--- src/rtl/i2c_bus_arbiter.sv ---
// ---------------------------------------------------------------------------
// i2c_bus_arbiter
// Shares one i2c_protocol master between NUM_REQ requesters. A round-robin
// grant latches one requester's transaction fields, drives the start/busy/done
// handshake with the master, and returns per-requester ack/done(/err) pulses.
//
// Optional feature macro: I2C_ARB_TIMEOUT_EN
//   defined   : a watchdog ends a transaction after TIMEOUT_CYC cycles spent
//               in WAIT_BUSY+WAIT_DONE and pulses req_err instead of req_done.
//   undefined : no watchdog, req_err stays 0, the FSM waits for m_done.
//
// Ports
//   clk, reset_n            clock, asynchronous active-low reset
//   req_valid[N]            per-requester request level
//   req_addr[7N]            7-bit device address, requester i at [7i+6:7i]
//   req_wr_rd[N]            write/read select
//   req_data_st[8N]         first byte (register address)
//   req_data_nd[8N]         second byte (register data)
//   req_ack/done/err[N]     one-cycle pulses: latched / complete / timed out
//   m_start                 one-cycle start to i2c_protocol
//   m_addr/m_wr_rd/m_data_st/m_data_nd  fields latched at grant
//   m_busy, m_done          status from i2c_protocol
//   arb_busy                high whenever the FSM is not IDLE
//   grant_idx               index of the current/last grant
// ---------------------------------------------------------------------------
module i2c_bus_arbiter #(
  parameter int NUM_REQ     = 2,
  parameter int TIMEOUT_CYC = 4095
) (
  input  logic                          clk,
  input  logic                          reset_n,
  input  logic [NUM_REQ-1:0]            req_valid,
  input  logic [7*NUM_REQ-1:0]          req_addr,
  input  logic [NUM_REQ-1:0]            req_wr_rd,
  input  logic [8*NUM_REQ-1:0]          req_data_st,
  input  logic [8*NUM_REQ-1:0]          req_data_nd,
  output logic [NUM_REQ-1:0]            req_ack,
  output logic [NUM_REQ-1:0]            req_done,
  output logic [NUM_REQ-1:0]            req_err,
  output logic                          m_start,
  output logic [6:0]                    m_addr,
  output logic                          m_wr_rd,
  output logic [7:0]                    m_data_st,
  output logic [7:0]                    m_data_nd,
  input  logic                          m_busy,
  input  logic                          m_done,
  output logic                          arb_busy,
  output logic [$clog2(NUM_REQ)-1:0]    grant_idx
);

  localparam int IDX_W  = $clog2(NUM_REQ);
  localparam int ADDR_W = 7;
  localparam int DATA_W = 8;

  typedef enum logic [2:0] {
    ST_IDLE      = 3'd0,
    ST_ISSUE     = 3'd1,
    ST_WAIT_BUSY = 3'd2,
    ST_WAIT_DONE = 3'd3,
    ST_RELEASE   = 3'd4
  } state_t;

  state_t               state_r;
  state_t               state_s;
  logic [IDX_W-1:0]     last_r;
  logic [IDX_W-1:0]     grant_s;
  logic                 grant_hit_s;
  logic                 done_hit_s;
  logic                 err_hit_s;
  logic                 timeout_s;

  logic [NUM_REQ-1:0]   req_ack_r;
  logic [NUM_REQ-1:0]   req_done_r;
  logic [NUM_REQ-1:0]   req_err_r;
  logic                 m_start_r;
  logic [ADDR_W-1:0]    m_addr_r;
  logic                 m_wr_rd_r;
  logic [DATA_W-1:0]    m_data_st_r;
  logic [DATA_W-1:0]    m_data_nd_r;
  logic                 arb_busy_r;
  logic [IDX_W-1:0]     grant_idx_r;

  // Round-robin pick: first set bit searching from last+1 with wrap. The loop
  // walks from the farthest candidate towards the nearest so the nearest wins;
  // offset NUM_REQ is the previous winner itself, which has lowest priority.
  function automatic logic [IDX_W-1:0] rr_pick(input logic [NUM_REQ-1:0] valid,
                                               input logic [IDX_W-1:0]   last);
    logic [IDX_W-1:0] pick;
    logic [IDX_W-1:0] cand;
    pick = last;
    for (int k = NUM_REQ; k >= 1; k--) begin
      cand = IDX_W'((int'(last) + k) % NUM_REQ);
      if (valid[cand]) begin
        pick = cand;
      end
    end
    return pick;
  endfunction

`ifdef I2C_ARB_TIMEOUT_EN
  localparam int CNT_W = $clog2(TIMEOUT_CYC + 1);
  logic [CNT_W-1:0] cnt_r;

  // Watchdog counter: cleared in ISSUE, counts each waiting cycle.
  always_ff @(posedge clk or negedge reset_n) begin
    if (!reset_n) begin
      cnt_r <= '0;
    end else if (state_r == ST_ISSUE) begin
      cnt_r <= '0;
    end else if ((state_r == ST_WAIT_BUSY) || (state_r == ST_WAIT_DONE)) begin
      cnt_r <= cnt_r + CNT_W'(1);
    end else begin
      cnt_r <= cnt_r;
    end
  end

  // The cycle whose edge would make the count reach TIMEOUT_CYC ends the wait.
  assign timeout_s = (cnt_r == CNT_W'(TIMEOUT_CYC - 1));
`else
  assign timeout_s = 1'b0;
`endif

  // Next-state decode plus the completion events that set the return pulses.
  always_comb begin
    state_s     = state_r;
    grant_s     = rr_pick(req_valid, last_r);
    grant_hit_s = 1'b0;
    done_hit_s  = 1'b0;
    err_hit_s   = 1'b0;
    case (state_r)
      ST_IDLE: begin
        if (|req_valid) begin
          grant_hit_s = 1'b1;
          state_s     = ST_ISSUE;
        end else begin
          state_s     = ST_IDLE;
        end
      end
      ST_ISSUE: begin
        state_s = ST_WAIT_BUSY;
      end
      ST_WAIT_BUSY: begin
        // A done without a visible busy phase still completes the transaction.
        if (m_done) begin
          done_hit_s = 1'b1;
          state_s    = ST_RELEASE;
        end else if (timeout_s) begin
          err_hit_s  = 1'b1;
          state_s    = ST_RELEASE;
        end else if (m_busy) begin
          state_s    = ST_WAIT_DONE;
        end else begin
          state_s    = ST_WAIT_BUSY;
        end
      end
      ST_WAIT_DONE: begin
        if (m_done) begin
          done_hit_s = 1'b1;
          state_s    = ST_RELEASE;
        end else if (timeout_s) begin
          err_hit_s  = 1'b1;
          state_s    = ST_RELEASE;
        end else begin
          state_s    = ST_WAIT_DONE;
        end
      end
      ST_RELEASE: begin
        state_s = ST_IDLE;
      end
      default: begin
        state_s = ST_IDLE;
      end
    endcase
  end

  // State, grant bookkeeping and all registered outputs.
  always_ff @(posedge clk or negedge reset_n) begin
    if (!reset_n) begin
      state_r     <= ST_IDLE;
      last_r      <= IDX_W'(NUM_REQ - 1);
      req_ack_r   <= '0;
      req_done_r  <= '0;
      req_err_r   <= '0;
      m_start_r   <= 1'b0;
      m_addr_r    <= '0;
      m_wr_rd_r   <= 1'b0;
      m_data_st_r <= '0;
      m_data_nd_r <= '0;
      arb_busy_r  <= 1'b0;
      grant_idx_r <= '0;
    end else begin
      state_r    <= state_s;
      req_ack_r  <= '0;
      req_done_r <= '0;
      req_err_r  <= '0;
      // Start is raised in the cycle following the ack.
      m_start_r  <= (state_r == ST_ISSUE);
      arb_busy_r <= (state_s != ST_IDLE);
      if (grant_hit_s) begin
        m_addr_r           <= req_addr[ADDR_W*int'(grant_s) +: ADDR_W];
        m_wr_rd_r          <= req_wr_rd[grant_s];
        m_data_st_r        <= req_data_st[DATA_W*int'(grant_s) +: DATA_W];
        m_data_nd_r        <= req_data_nd[DATA_W*int'(grant_s) +: DATA_W];
        grant_idx_r        <= grant_s;
        last_r             <= grant_s;
        req_ack_r[grant_s] <= 1'b1;
      end
      if (done_hit_s) begin
        req_done_r[grant_idx_r] <= 1'b1;
      end
      if (err_hit_s) begin
        req_err_r[grant_idx_r] <= 1'b1;
      end
    end
  end

  assign req_ack   = req_ack_r;
  assign req_done  = req_done_r;
  assign req_err   = req_err_r;
  assign m_start   = m_start_r;
  assign m_addr    = m_addr_r;
  assign m_wr_rd   = m_wr_rd_r;
  assign m_data_st = m_data_st_r;
  assign m_data_nd = m_data_nd_r;
  assign arb_busy  = arb_busy_r;
  assign grant_idx = grant_idx_r;

endmodule
--- config.mk ---
export PLATFORM = sky130hd
export DESIGN_NAME = i2c_bus_arbiter
export DESIGN_NICKNAME = d
export VERILOG_FILES = /design/src/rtl/i2c_bus_arbiter.sv
export SDC_FILE = /design/constraint.sdc
export NUM_CORES = 1
export LEC_CHECK = 0
export ABC_AREA = 1
export CORE_AREA = 3 3 68 70
export DETAILED_ROUTE_END_ITERATION = 12
export DIE_AREA = 0 0 71 73
export PLACE_DENSITY_LB_ADDON = 0.15
export SLEW_MARGIN = 20
export SYNTH_ARGS = -nofsm -noshare
export SYNTH_HDL_FRONTEND = slang
export SYNTH_SLANG_ARGS = --single-unit
--- constraint.sdc ---
create_clock -name clk -period 3.3 [get_ports clk]
set_input_delay 0.66 -clock clk [delete_from_list [all_inputs] [get_ports clk]]
set_output_delay 0.66 -clock clk [all_outputs]
set_load 0.005 [all_outputs]
After elaboration in Yosys (flattened, before gate mapping)
Cells that the tools add are included.

$add $sub $neg: 2. $mul: 1. Div/mod/pow operators: 0. $lt $le $gt $ge: 6. Equal/unequal tests: 3. Shift operators: 3. Muxes and demuxes: 23. Bitwise logic cells: 0. Reduce and logical (&&, ||, !) cells: 6.

Operators with widths (count): variable part select 16 x 5 -> 8 bit (2); 2-to-1 mux 1 bit (16); variable part select 14 x 5 -> 7 bit (1); one-hot mux 3 bit (4 select lines) (1); < comparator 1 x 2 -> 1 bit, second input constant (4); equality test 3 x 2 -> 1 bit, second input constant (2); 2-to-1 mux 3 bit (2); multiplier 3 x 1 -> 4 bit, first input constant (1); 2-to-1 mux 2 bit (2); OR reduction 2 bit (2); equality test 3 x 1 -> 1 bit, second input constant (1); zero test 3 bit (1); nonzero test 3 bit (1); adder 1 bit, second input constant (2); demux 1 bit (select 1 bit) (2); greater-or-equal comparator 1 bit, second input constant (2); logical AND 1 bit (2).

Bits in registers: 35. Latch bits: 0. RAM bits: 0. Bits in read-only memories: 0. Input bits: 54. Output and inout bits: 33. Logic and storage cells: 55. Memories kept: 0.

Longest topological paths before layout
Word-level depth: 10. Gate-level depth with buffers: 7. Gate-level depth less buffers: 6.

Worst setup path before layout
Ideal clock, no wire load.

Path kind: input -> register. Start point: input req_valid[0]. End point: register arb_busy_r (netlist: arb_busy). Setup time: 0.134 ns. Data arrival time: 1.209 ns. Required time: 3.166 ns. Path slack: 1.956 ns. Stages: 5. Buffers on the path: 1. Path through: nor2_2 > nor2_8 > inv_4 > buf_6 > nand3_1.

Cells in the longest elaborated chain, start to end: 4.

RTL lines: start, declared (line 32) `input logic [NUM_REQ-1:0] req_valid,`; OR reduction 2 bit (line 132) `if (|req_valid) begin`; 2-to-1 mux 1 bit (line 132); one-hot mux 3 bit (4 select lines) (line 130) `case (state_r)`; nonzero test 3 bit (line 198) `arb_busy_r <= (state_s != ST_IDLE);`; end signal, assigned (line 198); end, declared (line 80) `logic arb_busy_r;`.

Every way passes these cells. A chain may end at the register's enable or synchronous reset.

Worst setup path in the final report
Start point: input req_valid[0]. End point: register grant_idx_r (netlist: grant_idx).

Cells in the longest elaborated chain, start to end: 4. Elaborated cells between the ends (all ways): 9. Those cells by class: mux (8); reduce/logical (1).

RTL lines: 2-to-1 mux 1 bit (not written as such) (2 in a row) (line 93) `if (valid[cand]) begin`; 2-to-1 mux 1 bit (2 in a row) (line 93); end signal, assigned (line 204) `grant_idx_r <= grant_s;`; end, declared (line 81) `logic [IDX_W-1:0] grant_idx_r;`.

Several ways; a longest one is shown, not always the timed one. The select of a mux whose other input is x is not followed.

==> reports/qor.yml <==
status: "finished clean"
rsz0062_at_grt: "no"
clock_tree.buffer_depth: 2
clk_latency_ns: 0.28
most-common-layout-cells: "nand2_1 (105), clkdlybuf4s50_1 (83), nand3_1 (50), dfrtp_1 (34), inv_1 (9)"
drt_iter0_drc: 87
yosysWarningCount: 0
top_layer: "met4"
yosys-top-cells-area: "dfrtp_1 (49%), nand2_1 (23%), nand3_1 (14%), buf_2 (2.3%), inv_1 (1.9%)"
drc: 0
clkTransAtPathRegs_ns: 0.08
fin_nets: 360
nFillCells: 384
p_int_mw: 1.29
synthDominantCellAreaShare: 0.490
drv_slew: 0
slew_headroom: 0.443
syn-instance-count: 228
cts-root-buf: "clkbuf_8"
cts_tree: "done"
yosysSeqAreaShare: 0.505
fin_setup_tns_ns: 0
powerDensity_mw_per_mm2: 784
critPathTopFamily: "simple AND/OR/NAND/NOR gates"
drt_wl_total_mm: 4.55
dieArea_mm2: 0.00518
hold_violations: 0
clock-sinks: 35
seq_power_share: 0.358
firstDrtPassIters: 5
netlist_area_mm2: 0.00174
clock_power_share: 0.145
htreeDepth: 2
antenna_left: 0
power.leakage_nw: 1.34
cpMostUsedCell: "nand2_1"
ys_types: 15
cts_resized: 0
hold_class: "in -> async"
grt_usage: 0.189
path_max_fanout: 25
required_ns: 3.46
wl_met3_um: 313
critPathArrivalTime_ns: 2.23
dr_wl_met2_mm: 2.19
max_freq_mhz: 482
yosys.area.top_type: "dfrtp_1"
gp_congestion: 0.727
gr-total-overflow: 0
critPathCaptureType: "flip-flop"
fin_skew_ns: 0.00686
ios: 87
fin_crit_sh: 0.629
cp.buffers_inverters: 2
antenna_found_initial: 0
via_count: 1711
ys_ff_latch: 35
grt_pass1_vias: 1633
hold_buffers: 0
switching_share: 0.372
share_comb_of_total_power: 0.497
critPathLaunchType: "input port"
tightest_slew_ns: 0.833
cap_violations: 0
die_height_um: 73
layout.cells.most_common: "nand2_1"
setup_viol: 0
p_sw_mw: 0.766
slowest_stage: "nand2_1"
max_stage_delay_ns: 0.61
initial_core_util: 0.431
syn_avg_cell_area_um2: 7.62
dp_hpwl_mm: 3.13
synthToLayoutAreaGrowth_pct: 51.4
wl_met1_mm: 1.97
cp_cell_sequence: "clkdlybuf4s50_1, inv_1, nand2_1, nand2_1, nand2_1, o21ai_0"
final_core_util: 0.653
routedWlPerCell_um: 12.7
grt_max_degree: 36
ff_latch_area_um2: 877
numPortBuffers: 84
coreArea_mm2: 0.00403
die_w_um: 71
crit_type: "in -> reg"
numCtsBuffers: 5
min_period_ns: 2.08
rows: 23
grt_pass1_wl_mm: 7.66
post-cts-setup-buffer-count: 0
ir_drop_uv: 384
drive_above_1_share: 0.0489
avgViaCountPerCell: 4.79
multi_input_area_um2: 731
diodes: 0
-- stage by stage --
step / setup slack (ns) / hold WS [ns] / area (µm²) / cells / power, mW
final: 1.22 / 0.446 / 2630 / 357 / 2.06
after global routing: 1.09 / 0.489 / 2630 / 357 / 2.26
after CTS: 1.23 / 0.460 / 2630 / 357 / 2.09
after detailed placement: 0.938 / 0.449 / 2550 / 349 / 1.78
after global placement: 0.995 / 0.450 / 2550 / 349 / 1.76
after floorplan: 1.96 / 0.364 / 1740 / 229 / 1.30
-- power by group through the flow --
stage | Sequential (mW) | Clock (mW) | Combinational, mW
CTS | 0.739 | 0.310 | 1.05
finish | 0.738 | 0.299 | 1.02
detailed placement | 0.740 | 0 | 1.04
global route | 0.768 | 0.328 | 1.16
global placement | 0.744 | 0 | 1.02
floorplan | 0.749 | 0 | 0.546
-- registers in the layout (all words and copies together) (netlist names) --
signal     cells
m_wr_rd        1
req_done       2
last_r         1
arb_busy       1
m_data_st      8
req_ack        2
m_start        1
grant_idx      1
m_data_nd      8
state_r        3
m_addr         7
-- path summary, 6_finish.rpt --
path / from / to / slack (ns) / depth (start not counted)
min in group clk: grant_idx$_DFFE_PN0N_ / req_done[0]$_DFF_PN0_ / 0.45 / 1
setup reg to reg: last_r$_DFFE_PN1N_ / grant_idx$_DFFE_PN0N_ / 1.61 / 5
hold / removal: reset_n / m_start$_DFF_PN0_ / 0.45 / 1
hold reg to reg: grant_idx$_DFFE_PN0N_ / req_done[0]$_DFF_PN0_ / 0.45 / 1
max in group asynchronous: reset_n / m_data_st[6]$_DFFE_PN0N_ / 2.35 / 1
setup / recovery: req_valid[0] / grant_idx$_DFFE_PN0N_ / 1.22 / 6
-- cells by family after synthesis --
family                 Yosys count  share of synthesized area
AOI/OAI and AO/OA                5                     0.0144
other                            1                    0.00216
DFF                             35                      0.505
buffers and inverters           24                     0.0764
and+or+nand+nor                163                      0.402
-- area by class of cell --
class / instances / share of cell area
Inverter: 10 / 0.0152
Timing Repair Buffer: 84 / 0.318
Multi-Input combinational cell: 170 / 0.278
Tap cell: 50 / 0.0238
Sequential cell: 35 / 0.333
Clock buffer: 5 / 0.0262
Clock inverter: 3 / 0.00571
-- Yosys cell counts --
library cell,count
buf_2,8
buf_4,4
buf_6,2
conb_1,1
dfrtp_1,34
dfstp_2,1
inv_1,9
inv_4,1
nand2_1,105
nand2_2,1
nand3_1,50
nor2_1,4
nor2_2,2
nor2_8,1
o21ai_0,5
-- per-layer routing --
layer,up-vias,GRT usage
li1,876,-
met1,759,0.250
met2,69,0.302
met3,7,0.0413
met4,0,0.0752
met5,-,0
Power figures use the tool's default switching activity.
